$ cat config.mk
export PLATFORM = sky130hd
export DESIGN_NAME = register_file_sb_flat
export DESIGN_NICKNAME = d
export VERILOG_FILES = /design/src/rtl/register_file_sb_if.sv /design/src/rtl/register_file_sb.sv /design/src/flat_wrapper.sv
export SDC_FILE = /design/constraint.sdc
export NUM_CORES = 1
export LEC_CHECK = 0
export ABC_AREA = 1
export CAP_MARGIN = 20
export CELL_PAD_IN_SITES_DETAIL_PLACEMENT = 0
export CELL_PAD_IN_SITES_GLOBAL_PLACEMENT = 1
export CORE_MARGIN = 4
export CORE_UTILIZATION = 39
export CTS_CLUSTER_DIAMETER = 60
export DETAILED_ROUTE_END_ITERATION = 7
export MAX_ROUTING_LAYER = met4
export PLACE_DENSITY_LB_ADDON = 0.1
export SETUP_SLACK_MARGIN = 0.5
export SYNTH_ARGS = -nofsm -noshare
export SYNTH_HDL_FRONTEND = slang
export SYNTH_SLANG_ARGS = --single-unit
$ cat constraint.sdc
create_clock -name clk -period 1.4 [get_ports clk]
set_input_delay 0.28 -clock clk [delete_from_list [all_inputs] [get_ports clk]]
set_output_delay 0.28 -clock clk [all_outputs]
set_load 0.005 [all_outputs]
$ cat src/rtl/register_file_sb_if.sv
// Decode/writeback bus of the scoreboarded register file.
interface register_file_sb_if #(
  parameter int WIDTH = 16,
  parameter int DEPTH = 8
);
  localparam int AW = $clog2(DEPTH);

  logic             wr_en;
  logic [AW-1:0]    wr_addr;
  logic [WIDTH-1:0] wr_data;
  logic [AW-1:0]    rd_addr1;
  logic [AW-1:0]    rd_addr2;
  logic [WIDTH-1:0] rd_data1;
  logic [WIDTH-1:0] rd_data2;
  logic             iss_en;
  logic [AW-1:0]    iss_addr;
  logic             iss_ready;
  logic             busy1;
  logic             busy2;

  modport master (
    output wr_en, wr_addr, wr_data, rd_addr1, rd_addr2, iss_en, iss_addr,
    input  rd_data1, rd_data2, iss_ready, busy1, busy2
  );

  modport slave (
    input  wr_en, wr_addr, wr_data, rd_addr1, rd_addr2, iss_en, iss_addr,
    output rd_data1, rd_data2, iss_ready, busy1, busy2
  );
endinterface

$ cat src/rtl/register_file_sb.sv
// 2R/1W register file with write-to-read forwarding and a per-register busy scoreboard.
// Optional RF_ZERO_REG_EN: register 0 reads as zero and is never marked busy.
module register_file_sb #(
  parameter int WIDTH = 16,
  parameter int DEPTH = 8
) (
  input  logic                clk,
  input  logic                rst,
  register_file_sb_if.slave   bus
);
  localparam int AW = $clog2(DEPTH);

  logic [DEPTH-1:0][WIDTH-1:0] mem_q, mem_d;
  logic [DEPTH-1:0]            busy_q, busy_d;

  logic wr_eff, iss_eff, fwd1, fwd2, fwd_iss;

`ifdef RF_ZERO_REG_EN
  // Address 0 is a sink: no storage update, no forwarding, no busy tracking.
  assign wr_eff  = bus.wr_en  && (bus.wr_addr  != '0);
  assign iss_eff = bus.iss_en && bus.iss_ready && (bus.iss_addr != '0);
`else
  assign wr_eff  = bus.wr_en;
  assign iss_eff = bus.iss_en && bus.iss_ready;
`endif

  assign fwd1    = wr_eff && (bus.wr_addr == bus.rd_addr1);
  assign fwd2    = wr_eff && (bus.wr_addr == bus.rd_addr2);
  assign fwd_iss = wr_eff && (bus.wr_addr == bus.iss_addr);

  assign bus.rd_data1  = fwd1 ? bus.wr_data : mem_q[bus.rd_addr1];
  assign bus.rd_data2  = fwd2 ? bus.wr_data : mem_q[bus.rd_addr2];
  assign bus.busy1     = busy_q[bus.rd_addr1] && !fwd1;
  assign bus.busy2     = busy_q[bus.rd_addr2] && !fwd2;
  assign bus.iss_ready = !busy_q[bus.iss_addr] || fwd_iss;

  // Issue is applied after writeback so a same-address new producer keeps busy set.
  always_comb begin
    mem_d  = mem_q;
    busy_d = busy_q;
    if (wr_eff) begin
      mem_d[bus.wr_addr]  = bus.wr_data;
      busy_d[bus.wr_addr] = 1'b0;
    end
    if (iss_eff) busy_d[bus.iss_addr] = 1'b1;
  end

  always_ff @(posedge clk) begin
    if (rst) begin
      mem_q  <= '0;
      busy_q <= '0;
    end else begin
      mem_q  <= mem_d;
      busy_q <= busy_d;
    end
  end
endmodule

$ cat src/flat_wrapper.sv
// flat-port wrapper written by rule: the top's interface ports become plain ports
module register_file_sb_flat 
#(
  parameter int WIDTH = 16,
  parameter int DEPTH = 8
)
  (clk, rst, bus_wr_en, bus_wr_addr, bus_wr_data, bus_rd_addr1, bus_rd_addr2, bus_iss_en, bus_iss_addr, bus_rd_data1, bus_rd_data2, bus_iss_ready, bus_busy1, bus_busy2);
  register_file_sb_if #(.WIDTH(WIDTH), .DEPTH(DEPTH)) bus_i ();
  input  logic clk;
  input  logic rst;
  input wire logic [$bits(bus_i.wr_en)-1:0] bus_wr_en;
  input wire logic [$bits(bus_i.wr_addr)-1:0] bus_wr_addr;
  input wire logic [$bits(bus_i.wr_data)-1:0] bus_wr_data;
  input wire logic [$bits(bus_i.rd_addr1)-1:0] bus_rd_addr1;
  input wire logic [$bits(bus_i.rd_addr2)-1:0] bus_rd_addr2;
  input wire logic [$bits(bus_i.iss_en)-1:0] bus_iss_en;
  input wire logic [$bits(bus_i.iss_addr)-1:0] bus_iss_addr;
  output wire logic [$bits(bus_i.rd_data1)-1:0] bus_rd_data1;
  output wire logic [$bits(bus_i.rd_data2)-1:0] bus_rd_data2;
  output wire logic [$bits(bus_i.iss_ready)-1:0] bus_iss_ready;
  output wire logic [$bits(bus_i.busy1)-1:0] bus_busy1;
  output wire logic [$bits(bus_i.busy2)-1:0] bus_busy2;
  assign bus_i.wr_en = bus_wr_en;
  assign bus_i.wr_addr = bus_wr_addr;
  assign bus_i.wr_data = bus_wr_data;
  assign bus_i.rd_addr1 = bus_rd_addr1;
  assign bus_i.rd_addr2 = bus_rd_addr2;
  assign bus_i.iss_en = bus_iss_en;
  assign bus_i.iss_addr = bus_iss_addr;
  assign bus_rd_data1 = bus_i.rd_data1;
  assign bus_rd_data2 = bus_i.rd_data2;
  assign bus_iss_ready = bus_i.iss_ready;
  assign bus_busy1 = bus_i.busy1;
  assign bus_busy2 = bus_i.busy2;
  register_file_sb #(.WIDTH(WIDTH), .DEPTH(DEPTH)) u_core (.clk(clk), .rst(rst), .bus(bus_i));
endmodule
* Word-level counts from Yosys, hierarchy flattened
Index checks and enable logic that the tools add are counted.
Storage, ports and cells: memory bits (writable) 0, memories kept 0, bits in read-only memories 0, latch bits 0, flip-flop bits (word level) 136
Cells by class: bitwise gates (word level) 3, multipliers 0, magnitude comparators 6, shift-type cells 0, divide/modulo/power cells 0, add/subtract/negate cells 0, reductions and logical operators 12, mux-type cells 21, eq/ne operators 3
Operator list (count):
- 128-bit bitwise mux | 1
- 16-bit binary-select mux with 3-bit select | 2
- 16-bit two-way mux | 5
- 16-bit demux with 3-bit select | 1
- 3-bit by 4-bit < comparator with 1-bit output, second input constant | 4
- 8-bit two-way mux | 2
- 1-bit binary-select mux with 3-bit select | 3
- 3-bit equality test | 3
- 8-bit bitwise AND | 1
- 1-bit logical AND | 8
- 8-bit NOT | 1
- 8-bit OR | 1
- 1-bit demux with 3-bit select | 2
- 3-bit by 1-bit >= comparator with 1-bit output, second input constant | 2
- 1-bit two-way mux | 5
- 1-bit zero test | 3
- 1-bit logical OR | 1

* Longest topological paths before layout
Gate-level depths: netlist of run 1.
word-level depth 9, depth in mapped cells 10

* Worst setup path after synthesis of run 1
OpenSTA, ideal clock, no wires.
path type input-to-output, from input port bus_rd_addr2[2], to output port bus_rd_data2[0], arrival time 1163 ps, slack -43 ps, path buffers 2, stages 7, cells stage by stage clkbuf_1 inv_1 nand2_1 a21oi_1 nand2_2 buf_4 o21ai_0
On the way: cells in the longest elaborated chain, start to end 3, elaborated cells on any way between the ends 5, classes of those cells eq/ne: 1; mux: 3; reduce/logical: 1
Ends and longest elaborated chain:
- from (decl) | RTL line flat_wrapper.sv:15 | input wire logic [$bits(bus_i.rd_addr2)-1:0] bus_rd_addr2;
- 16-bit binary-select mux with 3-bit select or 3-bit equality test (tied branches) | RTL line register_file_sb.sv:32, register_file_sb.sv:28
- 16-bit two-way mux (not written as such) or 1-bit logical AND (tied branches) | RTL line register_file_sb.sv:32, register_file_sb.sv:28
- 16-bit two-way mux * | RTL line register_file_sb.sv:32 | assign bus.rd_data2 = fwd2 ? bus.wr_data : mem_q[bus.rd_addr2];
- to (decl) | RTL line flat_wrapper.sv:19 | output wire logic [$bits(bus_i.rd_data2)-1:0] bus_rd_data2;
Every way passes the cells marked *; elsewhere a longest branch is shown, timed or not. The select of a mux whose other input is x is not followed.

* Final worst setup path of run 1
from register u_core.mem_q[120] (netlist bit), to output port bus_rd_data1[8]
On the way: cells in the longest elaborated chain, start to end 3
Ends and longest elaborated chain:
- from (decl) | RTL line register_file_sb.sv:13 | logic [DEPTH-1:0][WIDTH-1:0] mem_q, mem_d;
- from (signal assigned) | RTL line register_file_sb.sv:53 | mem_q <= mem_d;
- 16-bit binary-select mux with 3-bit select | RTL line register_file_sb.sv:31 | assign bus.rd_data1 = fwd1 ? bus.wr_data : mem_q[bus.rd_addr1];
- 16-bit two-way mux (not written as such) | RTL line register_file_sb.sv:31
- 16-bit two-way mux | RTL line register_file_sb.sv:31
- to (decl) | RTL line flat_wrapper.sv:18 | output wire logic [$bits(bus_i.rd_data1)-1:0] bus_rd_data1;
Every way passes these cells. The select of a mux whose other input is x is not followed.

==> flow_metrics.tcl, run 1 <==
set metrics [dict create \
    rrSetupSlack_ps -10 \
    fin_worst_skew_ps 4.94 \
    violations "setup timing" \
    drt_iter0_markers 848 \
    min_to "u_core.mem_q[86]" \
    ys_types 29 \
    synth-seq-area-share_pct 34.8 \
    synthCells 1075 \
    finalCritPeriodShare_pct 137 \
    clock_latency_ps 430 \
    die_area_um2 22400 \
    yosys_register_bits 136 \
    cp_max_fo 3 \
    area_growth_pct 72.3 \
    p_comb_share_pct 25.7 \
    route.vias.total 9404 \
    n_fill_cell 1539 \
    ys.flop_type "dfxtp_1" \
    p_int_mw 8.03 \
    worst_pin_slew_ps 491 \
    ir_drop_uv 765 \
    die_h_um 150 \
    max-cap-violations 0 \
    rows 51 \
    grt_first_pass_wirelength_um 52500 \
    cpPeakStageDelay_ps 420 \
    firstDrtPassIters 6 \
    clkTransAtPathRegs_ps 60 \
    synth.avg_cell_area_um2 7.27 \
    core_um2 19600 \
    power_switching_mw 3.67 \
    setup_tns_ps -13320 \
    diodes 0 \
    placedCellCount 1467 \
    drive_above_1_share_pct 52.4 \
    seqPwrFrac_pct 35.2 \
    crit_slowest_cell "o211ai_1" \
    hold_viol 0 \
    grt_start_max_net_pins 36 \
    async_reset_ff_share_pct 0 \
    hp-class "input pin to register" \
    yosysMostFrequentCell "nor2_1" \
    dp_hpwl_um 20600 \
    final_nets 1361 \
    p_total_mw 11.7 \
    clock_sinks 136 \
    drv_slew 0 \
    numCtsBuffers 17 \
    power.leakage_nw 5.20 \
    rsz0062_at_grt "yes" \
    fp.dieW_um 150 \
    antenna_left 0 \
    criticalPathCategory "register to output port" \
    cts.path.max_buffers 2 \
    critical_path.cell_chain "nor2_1 -> o211ai_1 -> nand3_2 -> o21ai_4 -> buf_2" \
    grt_pass1_vias 8787 \
    syn_nets 1107 \
    start_util_pct 39.9 \
    ios 67 \
    netlist_top_cells_count "nor2_1, dfxtp_1, o21ai_0" \
    relSlewSlack_pct 67.1 \
    synth_top_area_share_pct 34.8 \
    track_usage_pct 31.8 \
    yosysWarnings 0 \
    worst_setup_path_start_kind "register" \
    fin_crit_ps 1920 \
    hold_start "rst" \
    drc_errors 0 \
    fin_ws_ps -523 \
    netlist_area_um2 7810 \
    setup-violations-final 37 \
    clkPwrFrac_pct 39.1 \
    place_congestion 0.852 \
    status "complete, but fails checks" \
    hold_depth 2 \
    synth_top_cell_by_area "dfxtp_1" \
    synth-edff-count 0 \
    wl_um 35900 \
    instances_no_fill 1607 \
    pwr_density_cell_nw_per_um2 869 \
    port_buffers 66 \
    cts_tree "built" \
    rr_worst_depth 11 \
    grt_overflow 0 \
    max_freq_mhz 520 \
    netlist_top_cells_area "dfxtp_1, a211oi_1, o21ai_0, nor2_1, o211ai_1" \
    antenna_found_initial 0 \
    worstReg2RegEnd "u_core.busy_q[2]" \
    r2r-start "u_core.busy_q[6]" \
    viasPerCell 5.85 \
    crit_arrival_ps 1640 \
    cp-end-kind "output port" \
    cts_root_buf "clkbuf_16" \
    p_sw_share_pct 31.3 \
    htree_num_levels 4 \
    worstPathRequired_ps 1120 \
    hold_ws_ps 243 \
    wl_per_cell_um 22.3 \
]
## sequential cells by signal, summed over array words and instances, names as in the netlist
signal         cells
u_core.mem_q     128
u_core.busy_q      8
## cells by family after synthesis
family	share of synthesized area [%]
buffers and inverters	11.7
DFF	34.8
xor gates and xnor gates	0.336
AOI/OAI and AO/OA	34.2
and+or+nand+nor	19.0
## cell type report
cell class	instances	area, µm²	share of cell area [%]
timing repair buffer	335	3910	29.0
clock buffer	18	429	3.19
inverter	88	392	2.91
tap	265	332	2.46
clock inverter	14	150	1.11
multi-input combinational	751	5470	40.6
sequential	136	2780	20.7
## critical path: cells and delay by family (launching register included)
kind	cells	cell delay (ps)
AOI/OAI and AO/OA	2	530
DFF	1	340
and+or+nand+nor	2	200
buffers and inverters	1	140
## worst max path at each step
stage                                  from                to  slack (ps)  cells past startpoint
final                     u_core.mem_q[120]   bus_rd_data1[8]        -520                      5
after global routing       u_core.mem_q[81]   bus_rd_data2[1]        -570                      8
after CTS                 u_core.mem_q[104]   bus_rd_data1[8]        -510                      5
after detailed placement     bus_wr_addr[0]   bus_rd_data2[5]       -1190                      9
after global placement       bus_wr_addr[0]   bus_rd_data1[6]       -1120                      9
after floorplan             bus_rd_addr2[2]  bus_rd_data2[11]          70                      7
## per-layer routing
metal	part of all wire [%]	vias up	track usage (%)
li1	-	4347	-
met1	42	4496	40.8
met2	46	441	48.4
met3	7.7	120	6.57
met4	4.6	0	14.6
met5	0	-	-
## power by group through the flow
stage | registers [mW] | clock network, mW | logic, mW
2_1_floorplan | 4.15 | 0 | 1.28
3_3_place_gp | 4.17 | 0 | 2.30
3_5_place_dp | 4.18 | 0 | 2.31
4_1_cts | 4.11 | 4.55 | 2.74
5_1_grt | 4.13 | 4.73 | 3.18
6_report | 4.12 | 4.57 | 3.01
## through the flow
stage | cell area [µm²] | util (%) | setup WS, ps
after detailed placement | 10200 | 52.1 | -1190
after floorplan | 8390 | - | 69.2
after global routing | 13500 | 68.7 | -572
after CTS | 12600 | 64.4 | -512
final | 13500 | 68.7 | -523
after global placement | 10200 | 52.1 | -1120
## cells in the final DEF, fill, tap and decap left out, drive strengths merged
master         instances
xnor2                  3
nand4                  5
a21oi                 75
a211oi               129
nand2                 66
nor3                   6
o21ai                138
clkinvlp               3
clkdlybuf4s50          9
clkbuf                22
dlymetal6s2s           1
o211ai                65
clkinv                22
o22ai                  5
buf                  309
dfxtp                136
nand3                 79
nor2                 179
bufinv                 2
inv                   75
dlygate4sd2            9
bufbuf                 3
a31oi                  1
## timing repair
item	CTS	global route
hold buffers	0	0
hold endpoints to repair	0	0
pin swaps	87	81
buffers inserted	64	21
setup endpoints to repair	171	171
cloned	19	4
gates resized for setup	472	152
(Power assumes the default switching activity.)
==> run 2, diff against run 1 <==
HOLD_SLACK_MARGIN = 0.06   (was unset)
==> results of run 2 <==
Same layout as run 1: the final DEF is identical, and so are final timing and power.
